--- config.mk ---
export PLATFORM = sky130hd
export DESIGN_NAME = store_align_buffer_flat
export DESIGN_NICKNAME = d
export VERILOG_FILES = /design/src/rtl/store_align_buffer_if.sv /design/src/rtl/store_align_buffer.sv /design/src/flat_wrapper.sv
export SDC_FILE = /design/constraint.sdc
export NUM_CORES = 1
export LEC_CHECK = 0
export ABC_AREA = 1
export CORE_MARGIN = 2
export CORE_UTILIZATION = 40
export CTS_CLUSTER_DIAMETER = 100
export DETAILED_ROUTE_END_ITERATION = 16
export HOLD_SLACK_MARGIN = 0.03
export PLACE_DENSITY = 0.66
export SYNTH_ARGS = -nofsm -noshare
export SYNTH_HDL_FRONTEND = slang
export SYNTH_SLANG_ARGS = --single-unit
export TNS_END_PERCENT = 5
--- constraint.sdc ---
create_clock -name clk -period 2.1 [get_ports clk]
set_input_delay 0.63 -clock clk [delete_from_list [all_inputs] [get_ports clk]]
set_output_delay 0.63 -clock clk [all_outputs]
set_load 0.1 [all_outputs]
--- src/rtl/store_align_buffer_if.sv ---
// Store request and data-memory write bundle for store_align_buffer.
// master drives requests and memory ready; slave is the buffer.
interface store_align_buffer_if;
  logic        req_valid;
  logic        req_ready;
  logic [3:0]  req_memop;
  logic [31:0] req_addr;
  logic [31:0] req_data;
  logic        mem_valid;
  logic        mem_ready;
  logic [29:0] mem_addr;
  logic [31:0] mem_wdata;
  logic [3:0]  mem_be;
  logic        buf_empty;
  logic        addr_err;
  logic [31:0] err_addr;

  modport master (
    output req_valid, req_memop, req_addr, req_data, mem_ready,
    input  req_ready, mem_valid, mem_addr, mem_wdata, mem_be,
    input  buf_empty, addr_err, err_addr
  );

  modport slave (
    input  req_valid, req_memop, req_addr, req_data, mem_ready,
    output req_ready, mem_valid, mem_addr, mem_wdata, mem_be,
    output buf_empty, addr_err, err_addr
  );
endinterface

--- src/rtl/store_align_buffer.sv ---
// Store lane alignment (sb/sh/sw/swl/swr) feeding a small write FIFO.
// Define STORE_ALIGN_CHECK_EN to drop and flag misaligned sh/sw.
module store_align_buffer #(
  parameter int DEPTH = 2
) (
  input  logic                 clk,
  input  logic                 rst_n,
  store_align_buffer_if.slave  bus
);
  localparam int PW = $clog2(DEPTH);
  localparam int CW = PW + 1;
  localparam logic [CW-1:0] FULL = CW'(DEPTH);

  localparam logic [3:0] OP_SB  = 4'b1000;
  localparam logic [3:0] OP_SH  = 4'b1001;
  localparam logic [3:0] OP_SW  = 4'b1010;
  localparam logic [3:0] OP_SWL = 4'b1011;
  localparam logic [3:0] OP_SWR = 4'b1101;

  typedef struct packed {
    logic [29:0] addr;
    logic [31:0] wdata;
    logic [3:0]  be;
  } ent_t;

  ent_t [DEPTH-1:0] ent_q, ent_d;
  logic [PW-1:0]    wptr_q, wptr_d;
  logic [PW-1:0]    rptr_q, rptr_d;
  logic [CW-1:0]    cnt_q, cnt_d;
  logic             addr_err_q, addr_err_d;
  logic [31:0]      err_addr_q, err_addr_d;

  logic [1:0]  a;
  logic [31:0] d;
  logic        is_store;
  logic        misal;
  logic        ready;
  logic        acc;
  logic        push;
  logic        pop;
  logic [3:0]  cv_be;
  logic [31:0] cv_wdata;

  always_comb begin
    a        = bus.req_addr[1:0];
    d        = bus.req_data;
    is_store = 1'b1;
    cv_be    = '0;
    cv_wdata = '0;
    unique case (1'b1)
      bus.req_memop == OP_SB: begin
        cv_be    = 4'b1000 >> a;
        cv_wdata = {4{d[7:0]}};
      end
      bus.req_memop == OP_SH: begin
        cv_be    = a[1] ? 4'b0011 : 4'b1100;
        cv_wdata = {2{d[15:0]}};
      end
      bus.req_memop == OP_SW: begin
        cv_be    = 4'b1111;
        cv_wdata = d;
      end
      bus.req_memop == OP_SWL: begin
        cv_be    = 4'b1111 >> a;
        cv_wdata = d >> {a, 3'b000};
      end
      // 3-a on two bits is ~a
      bus.req_memop == OP_SWR: begin
        cv_be    = 4'b1111 << ~a;
        cv_wdata = d << {~a, 3'b000};
      end
      default: is_store = 1'b0;
    endcase
  end

  always_comb begin
    ready = (cnt_q != FULL);
    acc   = bus.req_valid && ready;
`ifdef STORE_ALIGN_CHECK_EN
    misal = ((bus.req_memop == OP_SH) && a[0]) ||
            ((bus.req_memop == OP_SW) && (a != 2'b00));
    addr_err_d = acc && misal;
    err_addr_d = (acc && misal) ? bus.req_addr : err_addr_q;
`else
    misal      = 1'b0;
    addr_err_d = 1'b0;
    err_addr_d = '0;
`endif
    push   = acc && is_store && !misal;
    pop    = (cnt_q != '0) && bus.mem_ready;
    ent_d  = ent_q;
    wptr_d = wptr_q;
    rptr_d = rptr_q;
    cnt_d  = cnt_q;
    if (push) begin
      ent_d[wptr_q] = '{addr: bus.req_addr[31:2],
                        wdata: cv_wdata, be: cv_be};
      wptr_d = wptr_q + PW'(1);
    end
    if (pop) rptr_d = rptr_q + PW'(1);
    unique case ({push, pop})
      2'b10:   cnt_d = cnt_q + CW'(1);
      2'b01:   cnt_d = cnt_q - CW'(1);
      default: cnt_d = cnt_q;
    endcase
  end

  always_ff @(posedge clk) begin
    if (!rst_n) begin
      ent_q      <= '0;
      wptr_q     <= '0;
      rptr_q     <= '0;
      cnt_q      <= '0;
      addr_err_q <= 1'b0;
      err_addr_q <= '0;
    end else begin
      ent_q      <= ent_d;
      wptr_q     <= wptr_d;
      rptr_q     <= rptr_d;
      cnt_q      <= cnt_d;
      addr_err_q <= addr_err_d;
      err_addr_q <= err_addr_d;
    end
  end

  assign bus.req_ready = ready;
  assign bus.mem_valid = (cnt_q != '0);
  assign bus.buf_empty = (cnt_q == '0);
  assign bus.mem_addr  = ent_q[rptr_q].addr;
  assign bus.mem_wdata = ent_q[rptr_q].wdata;
  assign bus.mem_be    = ent_q[rptr_q].be;
  assign bus.addr_err  = addr_err_q;
  assign bus.err_addr  = err_addr_q;
endmodule

--- src/flat_wrapper.sv ---
// flat-port wrapper written by rule: the top's interface ports become plain ports
module store_align_buffer_flat 
#(
  parameter int DEPTH = 2
)
  (clk, rst_n, bus_req_valid, bus_req_memop, bus_req_addr, bus_req_data, bus_mem_ready, bus_req_ready, bus_mem_valid, bus_mem_addr, bus_mem_wdata, bus_mem_be, bus_buf_empty, bus_addr_err, bus_err_addr);
  store_align_buffer_if bus_i ();
  input  logic clk;
  input  logic rst_n;
  input wire logic [$bits(bus_i.req_valid)-1:0] bus_req_valid;
  input wire logic [$bits(bus_i.req_memop)-1:0] bus_req_memop;
  input wire logic [$bits(bus_i.req_addr)-1:0] bus_req_addr;
  input wire logic [$bits(bus_i.req_data)-1:0] bus_req_data;
  input wire logic [$bits(bus_i.mem_ready)-1:0] bus_mem_ready;
  output wire logic [$bits(bus_i.req_ready)-1:0] bus_req_ready;
  output wire logic [$bits(bus_i.mem_valid)-1:0] bus_mem_valid;
  output wire logic [$bits(bus_i.mem_addr)-1:0] bus_mem_addr;
  output wire logic [$bits(bus_i.mem_wdata)-1:0] bus_mem_wdata;
  output wire logic [$bits(bus_i.mem_be)-1:0] bus_mem_be;
  output wire logic [$bits(bus_i.buf_empty)-1:0] bus_buf_empty;
  output wire logic [$bits(bus_i.addr_err)-1:0] bus_addr_err;
  output wire logic [$bits(bus_i.err_addr)-1:0] bus_err_addr;
  assign bus_i.req_valid = bus_req_valid;
  assign bus_i.req_memop = bus_req_memop;
  assign bus_i.req_addr = bus_req_addr;
  assign bus_i.req_data = bus_req_data;
  assign bus_i.mem_ready = bus_mem_ready;
  assign bus_req_ready = bus_i.req_ready;
  assign bus_mem_valid = bus_i.mem_valid;
  assign bus_mem_addr = bus_i.mem_addr;
  assign bus_mem_wdata = bus_i.mem_wdata;
  assign bus_mem_be = bus_i.mem_be;
  assign bus_buf_empty = bus_i.buf_empty;
  assign bus_addr_err = bus_i.addr_err;
  assign bus_err_addr = bus_i.err_addr;
  store_align_buffer #(.DEPTH(DEPTH)) u_core (.clk(clk), .rst_n(rst_n), .bus(bus_i));
endmodule
==> metrics.cfg <==
[placed_design]
place_ws_ps=-478
placed_area_um2=10700
dpl.cell_count=1696
dp_hpwl_um=16500
port-buffer-count=140
place.gp.congestion=1.02

[hold_path]
hp-start=u_core.ent_q[90]
worst_hold_path.endpoint=u_core.ent_q[90]
worst_hold_path.num_cells=2
hold_class=reg2reg

[logic_synthesis]
synthArstFlopShare_pct=0
synth_seq_area_share_pct=34.8
synth_most_common_cell=nand2_1
synth_flop_cell=dfxtp_1
yosysTopAreaCell=dfxtp_1
avgSynthCellArea_um2=5.99
synth_enable_flop_cells=0
synthTopCellsByArea=dfxtp_1 35%, nand2_1 22%, nand3_1 11%
syn_inst=1306
synth_commonest_cells=454 x nand2_1, 174 x nand3_1, 162 x nor2_1
yosysTopAreaCellShare_pct=34.8
yosysWarnings=0
netlist_area_um2=7820
ys_ff_latch=136
yosysUniqueCellTypes=29

[die]
die_y_um=144
ios=174
die_area_um2=20700
rows=51
core_um2=19300
start_util_pct=40.4
die_w_um=144

[routing]
drt_first_pass_iters=5
vias=8756
first_iter_violations=628
postRouteWirelength_um=25300
final_antenna_net_count=0
wl_per_cell_um=14.5
vias_per_cell=5.03
drcViolationCount=0

[timing]
setup_ws_ps=-67.1
tightest_slew_ps=644
setup_viol_count_final=66
fin_crit_sh_pct=103
slew_violations=0
fin_crit_ps=2170
finalClockSkew_ps=8.99
fmax_mhz=461
relSlewSlack_pct=57.1
rsz0062_at_grt=true
hold_viol_final=0

[layout]
layout-drive-gt1-share_pct=18.3
fin_area_um2=11900
syn_to_final_growth_pct=52.2
insertedDiodeCount=0
fin_util_pct=61.5
fin_cells=1741
num-nets-final=1536

[global_route]
overflow=0
antenna_found_initial=0
grt_pass1_wl_um=38800
grt_max_degree=74
grt_pass1_vias=7803
grtUsageTotal_pct=23.5

[worst_setup_path]
crit_top_cell=buf_12
slowest_stage=dfxtp_4
cp.required_ps=1470
r2r_start=u_core.cnt_q[0]
critPathMaxFanout=8
timing.rr.end=u_core.cnt_q[1]
r2r_cells=9
end_kind=output port
crit_path_start_kind=flip-flop
rrSetupSlack_ps=360
slowest_delay_ps=390
worstPathArrival_ps=1540
path_class=reg2out
path_cells=buf_12 > clkbuf_16 > o21ai_2 > buf_12

[clocking]
clk_pin_slew_worst_paths_ps=70
clk_latency_ps=420
cts_hold_buf=0
tritoncts=yes
h-tree-depth=4
clock_sinks=136
cts_made_buffers=17
clk_path_buf_depth=2
root_buffer=clkbuf_16

[run]
drv_cap=0

[status]
status=complete, but fails checks
violations=setup timing

[power]
total_power_uw=8550
vdd_drop_max_mv=0.453
p_leak_uw=0.00567
power_density_nw_per_um2=719

==> report_power, final <==
part | total [uW] | switching [uW] | internal [uW] | leakage (uW)
sequential | 2730 | 43.6 | 2690 | 0.00111
clock | 2790 | 1230 | 1570 | 0.000262
combinational | 3030 | 2020 | 1010 | 0.00430
==> cell usage in the layout (no fill, tap or decap), types with 4 or more instances in the layout <==
master	netlist	routed
nand2_1	454	451
nand2_2	1	4
o21ai_2	0	23
o21ai_0	90	24
o211ai_1	16	16
nand4_1	16	16
conb_1	1	33
clkinvlp_4	0	4
clkdlybuf4s50_1	0	68
inv_1	106	106
inv_6	0	4
a21oi_1	9	9
clkinv_4	0	4
buf_12	0	85
nor2_1	162	159
inv_2	4	4
nor2_4	3	6
clkbuf_16	0	22
dfxtp_1	136	135
o21ai_4	0	43
nand3_1	174	172
buf_4	35	56
==> worst max path at each step <==
stage / from / end / slack [ps] / depth (start not counted)
2_1_floorplan: u_core.cnt_q[1] / u_core.cnt_q[1] / -290 / 8
3_3_place_gp: bus_req_memop[2] / u_core.cnt_q[1] / -410 / 11
3_5_place_dp: bus_req_memop[2] / u_core.cnt_q[1] / -480 / 11
4_1_cts: u_core.rptr_q / bus_mem_addr[19] / -120 / 4
5_1_grt: u_core.rptr_q / bus_mem_addr[7] / -110 / 5
6_report: u_core.rptr_q / bus_mem_addr[6] / -70 / 4
==> metrics by stage <==
stage          hold slack (ps)  setup TNS (ps)
2_1_floorplan              448          -13720
3_3_place_gp               456          -40860
3_5_place_dp               460          -40870
4_1_cts                    470           -3550
5_1_grt                    480           -6150
6_report                   468           -2740
==> sequential cells by signal, indices dropped and copies added, names as in the netlist <==
name           flops
u_core.ent_q     132
u_core.cnt_q       2
u_core.rptr_q      1
u_core.wptr_q      1
==> final cells by class <==
cell class | count | area, um^2
repair buffers | 223 | 3080
clock inverters | 14 | 116
well taps | 265 | 332
clock buffers | 18 | 439
fillers | 1746 | 7430
inverters | 112 | 420
flip-flops and latches | 136 | 2730
multi-input cells | 973 | 4780
==> routing by layer <==
layer	track usage [%]	vias to the layer above	wire [um]
met3	4.53	60	1770
li1	-	4362	-
met4	10.6	0	876
met5	0	-	0
met1	31.5	3978	11100
met2	36.7	356	11600
==> worst max-delay path, delay by kind of cell, from the launching register on <==
family	cells	cell delay, ps
buf+inv	3	530
flops	1	390
compound gates	1	190
==> logic make-up (layout without fill, tap and decap cells) <==
logic type / count (synthesis) / count (layout) / share of synthesized area (%)
other cells: 1 / 33 / 0.0480
compound gates: 120 / 120 / 8.24
buf+inv: 229 / 367 / 13.4
fa+ha+maj: 1 / 1 / 0.160
simple gates: 819 / 819 / 43.3
flops: 136 / 136 / 34.8
==> repair_timing <==
| item | 4_1_cts | 5_1_grt |
|---|---|---|
| endpoints found under the setup margin | 45 | 119 |
| gates resized for setup | 14 | 48 |
| pin swaps | 0 | 29 |
| buffers inserted | 0 | 4 |
| gates cloned | 1 | 8 |
Power figures use the tool's default switching activity.
==> patch 1 (same settings) <==
`DEPTH` is set to 2 in 2 places; all go to 4.
--- a/src/rtl/store_align_buffer.sv
+++ b/src/rtl/store_align_buffer.sv
@@ -3,3 +3,3 @@
 module store_align_buffer #(
-  parameter int DEPTH = 2
+  parameter int DEPTH = 4
 ) (
--- a/src/flat_wrapper.sv
+++ b/src/flat_wrapper.sv
@@ -3,3 +3,3 @@
 #(
-  parameter int DEPTH = 2
+  parameter int DEPTH = 4
 )
Function: changed (Yosys sat finds a counterexample within 4 cycles, from zero or initial values and one cycle with rst_n low).
==> patch 1 against the original RTL <==
The flow still finishes with violations (negative setup slack); total power increased by 98%; design area grew 63%; wire length increased by 71%; register-to-register slack lost 0.22 ns; critical endpoint is now bus_mem_addr[28]; worst setup slack got worse by 0.43 ns; sequential cell count rose by 135; synthesized area up 84%; core utilization shrank 6.8 points; combinational power is 120% higher.
==> patch 1: results (changes against the original RTL) <==
Route:
- The average detailed-routed wire length per instance was 14.48 um (was 14.54 um).

Clock network:
- The post-cts sizing count is 25 (was 14).
- The number of setup buffers added after CTS was 1 (was 0).

GRT:
- The global-route wire length before repair came to 71770 um (was 38750 um).
- The met2 track utilization from global routing was 0.3976 (was 0.3672).
- The via count of the first global-routing pass is 13830 (was 7803).
- The maximum number of pins on one net before global-route repair came to 99 (was 74).

Setup path:
- The maximum cell stage delay along the critical path came to 0.41 ns (was 0.39 ns).
- The endpoint of the most critical setup path is bus_mem_addr[28] (was bus_mem_addr[6]).
- The arrival time of data at the critical path endpoint is 1.96 ns (was 1.54 ns).
- The end of the worst register-to-register path is u_core.cnt_q[2] (was u_core.cnt_q[1]).
- The source of the critical timing path is u_core.rptr_q[0] (was u_core.rptr_q).

Timing:
- The worst clock skew on the final layout is 0.02613 ns (was 0.008992 ns).
- The count of final setup violators is 175 (was 66).
- The minimum setup slack in the final design is -0.4937 ns (was -0.06707 ns).

Pwr:
- The peak supply drop is 1.031 mV (was 0.4531 mV).

Cells and area:
- Largest registers: u_core.ent_q x264, u_core.cnt_q x3 (was u_core.ent_q x132, u_core.cnt_q x2).
- The clock tree cell share of total cell area is 0.04768 (was 0.04668).
- The cell area after layout was 0.01942 mm2 (was 0.01190 mm2).
- The non-clock inverter count in the final layout is 254 (was 112).
- The area occupied by registers is 0.005430 mm2 (was 0.002726 mm2).

Run status:
- Failing checks: negative setup slack (unchanged).
- Result of the run: finished with violations (unchanged).

Logic synthesis:
- The number of storage elements in the synthesis netlist was 271 (was 136).
- Top cells by area, synth: dfxtp_1 38%, nand2_1 18%, nor2_1 13% (was dfxtp_1 35%, nand2_1 22%, nand3_1 11%).
- List of most frequent post-synthesis cells: 679 x nand2_1, 494 x nor2_1, 271 x dfxtp_1 (was 454 x nand2_1, 174 x nand3_1, 162 x nor2_1).

Place:
- The final weighted congestion in routability-driven placement is 0.9262 (was 1.023).
## patch 1: per-stage QoR
stage	cells	hold WS [ns]	power (uW)	TNS (ns)
final	2990	0.3814	16910	-31.14
after global routing	2990	0.3679	17550	-61.47
after CTS	2989	0.3586	17000	-32.55
after detailed placement	2940	0.4525	11990	-144.62
after global placement	2940	0.4475	11950	-131.82
after floorplan	2408	0.4413	9832	-0.9343
## patch 1: worst min path at each step
stage	slack, ns	start	depth (start not counted)	endpoint
3_5_place_dp	0.45	u_core.ent_q[111]	2	u_core.ent_q[111]
4_1_cts	0.36	rst_n	3	u_core.ent_q[252]
6_report	0.38	rst_n	3	u_core.ent_q[177]
5_1_grt	0.37	rst_n	3	u_core.ent_q[252]
2_1_floorplan	0.44	u_core.ent_q[126]	2	u_core.ent_q[126]
3_3_place_gp	0.45	u_core.ent_q[118]	2	u_core.ent_q[118]
## patch 1: logic make-up after synthesis
kind of cell / count (synthesis) / synth area share
adder cells (fa/ha/maj): 6 / 0.005751
AO/OA/AOI/OAI: 385 / 0.1433
AND/OR/NAND/NOR: 1274 / 0.3441
other: 1 / 0.0002612
flip-flops: 271 / 0.3778
buffers and inverters: 439 / 0.1287
## patch 1: report_power, final
| group | internal, uW | total (uW) | switching [uW] |
|---|---|---|---|
| clock | 2850 | 4970 | 2120 |
| sequential | 5280 | 5360 | 76.5 |
| combinational | 2190 | 6580 | 4390 |
## patch 1: per-layer routing
metal,vias up,part of all wire
met5,-,0
met4,0,0.021
met3,55,0.047
met2,374,0.48
met1,6757,0.45
li1,7527,-
## patch 1: critical path: cells and delay by family (launching register included)
kind	cells	cell delay [ns]
DFF	1	0.41
AOI/OAI and AO/OA	2	0.47
buffers and inverters	2	0.48
==> patch 2 (same flow settings) <==
Made on the original files. Reset style: asynchronous (`rst_n`), changed in one clocked block.
--- a/src/rtl/store_align_buffer.sv
+++ b/src/rtl/store_align_buffer.sv
@@ -107,3 +107,3 @@
 
-  always_ff @(posedge clk) begin
+  always_ff @(posedge clk or negedge rst_n) begin
     if (!rst_n) begin
Behaviour: differs if rst_n is asserted again (counterexample within 4 cycles, from zero or initial values and one cycle with rst_n low); with rst_n held inactive, the same outputs for 4 cycles.
==> patch 2 against the original RTL <==
The flow still finishes with violations (negative setup slack); register-to-register slack gained 0.02 ns; first-iteration DRC count grew 2.2%; clock skew grew 0.0016 ns; design area shrank 1.1%; largest cell class unchanged; sequential cell count is the same; highest routed layer unchanged; wire length shrank 3.8%; critical path depth grew 1; sequential share of layout area grew 6.1 points; global-route usage shrank 0.98 points; non-clock buffer count shrank 20; synthesized area grew 3.9%; worst setup slack lost 0.11 ns.
Power is not compared: it rests on default switching activity, and its combinational part moved more than twofold at a synthesized area within 25%.
==> patch 2: results (changes against the original RTL) <==
Route:
- The routed length on met3 was 1537 um (was 1767 um).
- The average detailed-routed wire length per instance is 14.48 um (was 14.54 um).
- The length of routed met2 wiring was 11520 um (was 11570 um).
- The routed length on met1 is 10760 um (was 11100 um).
- The via count of the routed design was 8371 (was 8756).
- The violation count after the first detailed-route iteration is 642 (was 628).

Run status:
- Result of the run: finished with violations (unchanged).
- Failing checks: negative setup slack (unchanged).

Place:
- The post-place setup slack was -0.3108 ns (was -0.4779 ns).
- The total half-perimeter wirelength after legalization and detailed placement is 16460 um (was 16520 um).
- The final weighted congestion in routability-driven placement is 0.8960 (was 1.023).
- The total placed instance area is 0.01101 mm2 (was 0.01074 mm2).

GRT:
- The met2 track utilization from global routing is 0.3639 (was 0.3672).
- The overall routing resource usage is 0.2257 (was 0.2354).
- The via count of the first global-routing pass is 7671 (was 7803).
- The global-route wire length before repair is 39330 um (was 38750 um).
- The maximum number of pins on one net before global-route repair is 61 (was 74).
- The met1 demand-to-capacity share in global routing is 0.3110 (was 0.3154).
- The met3 track demand over resource in global routing is 0.03688 (was 0.04532).

Min path:
- The class of the tightest hold or removal check was primary input to asynchronous set/reset pin (was register to register).

Logic synthesis:
- The commonest register cell after synthesis was dfrtp_1 (was dfxtp_1).
- Top cells by area, synth: dfrtp_1 42%, nand2_1 30%, nand3_1 8.7% (was dfxtp_1 35%, nand2_1 22%, nand3_1 11%).
- List of most frequent post-synthesis cells: 641 x nand2_1, 142 x nand3_1, 136 x dfrtp_1 (was 454 x nand2_1, 174 x nand3_1, 162 x nor2_1).
- The share of async-settable or async-resettable flops after synthesis is 1.000 (was 0).
- The number of different library cells in the post-synthesis netlist is 25 (was 29).
- The sequential fraction of the synthesis area is 0.4190 (was 0.3483).

Setup path:
- The end of the worst register-to-register path is u_core.ent_q[36] (was u_core.cnt_q[1]).
- The beginning of the worst register-to-register path was u_core.cnt_q[0] (unchanged).
- The number of cell instances on the worst register-to-register path is 6 (was 9).
- The maximum net fanout on the critical path is 12 (was 8).
- The arrival time of data at the critical path endpoint is 1.65 ns (was 1.54 ns).

Timing:
- The minimum setup slack in the final design is -0.1817 ns (was -0.06707 ns).
- The worst clock skew on the final layout is 0.01057 ns (was 0.008992 ns).
- The count of final setup violators is 66 (unchanged).

Cells and area:
- The number of nets in the layout is 1472 (was 1536).
- The proportion of layout cells with a drive suffix above 1 came to 0.1771 (was 0.1829).

Clock network:
- The number of levels the H-tree was split into came to 4 (unchanged).
-- patch 2: changes by cell type after synthesis, sizes merged, moves of 14 or more --
| cell | change |
|---|---|
| nand3 | -32 |
| o21ai | -16 |
| nand2 | +185 |
| dfrtp | +136 |
| inv | -35 |
| o211ai | -14 |
| dfxtp | -136 |
| nor2 | -120 |
-- patch 2: cell type report --
cell class                      count  area, um2
Clock buffer                       18      439.2
Clock inverter                     14      116.4
Fill cell                        1849       8335
Inverter                           76      296.5
Multi-Input combinational cell    965       4317
Sequential cell                   136       3408
Tap cell                          270      337.8
Timing Repair Buffer              203       2854
-- patch 2: power breakdown --
part | switching, uW | total (uW) | leakage (uW) | internal, uW
combinational | 9060 | 13700 | 0.00406 | 4600
clock | 1220 | 2790 | 0.000263 | 1570
sequential | 628 | 4410 | 0.00176 | 3780
-- patch 2: worst max path at each step --
stage | start | endpoint | slack, ns
4_1_cts | u_core.rptr_q | bus_mem_addr[12] | -0.18
6_report | u_core.rptr_q | bus_mem_wdata[27] | -0.18
2_1_floorplan | u_core.cnt_q[0] | u_core.cnt_q[1] | -0.46
5_1_grt | u_core.rptr_q | bus_mem_wdata[17] | -0.22
3_5_place_dp | bus_req_memop[3] | u_core.ent_q[38] | -0.31
3_3_place_gp | bus_req_memop[3] | u_core.ent_q[89] | -0.25
-- patch 2: critical path: stages, from the launching register on --
cell and delay, ns:
dfrtp_4 0.59, inv_8 0.13, clkbuf_16 0.17, nand2_1 0.06, nand2_2 0.10, buf_12 0.18
-- patch 2: metrics by stage --
| stage | util | power [uW] | cells | TNS, ns |
|---|---|---|---|---|
| final | 0.5854 | 20860 | 1682 | -9.991 |
| after global routing | 0.5854 | 21800 | 1682 | -13.11 |
| after CTS | 0.5791 | 20680 | 1678 | -9.258 |
| after detailed placement | 0.5475 | 17660 | 1645 | -35.31 |
| after global placement | 0.5475 | 17520 | 1645 | -30.25 |
| after floorplan | - | 13100 | 1285 | -9.203 |
-- patch 2: logic make-up (layout without fill, tap and decap cells) --
kind of cell | Yosys count | after routing | share of synthesized area
AO/OA/AOI/OAI | 82 | 82 | 0.05145
XOR/XNOR | 3 | 3 | 0.003235
adder cells (fa/ha/maj) | 1 | 1 | 0.001540
buffers and inverters | 184 | 311 | 0.1058
flip-flops | 136 | 136 | 0.4190
other | 1 | 33 | 0.0004617
AND/OR/NAND/NOR | 846 | 846 | 0.4185
-- patch 2: repair_timing --
item / in CTS / in global routing
buffers inserted: 1 / 0
gates cloned: 0 / 4
resized for setup: 10 / 11
setup endpoints to repair: 63 / 77
pin swaps: 0 / 1
hold endpoints to repair: 0 / 0
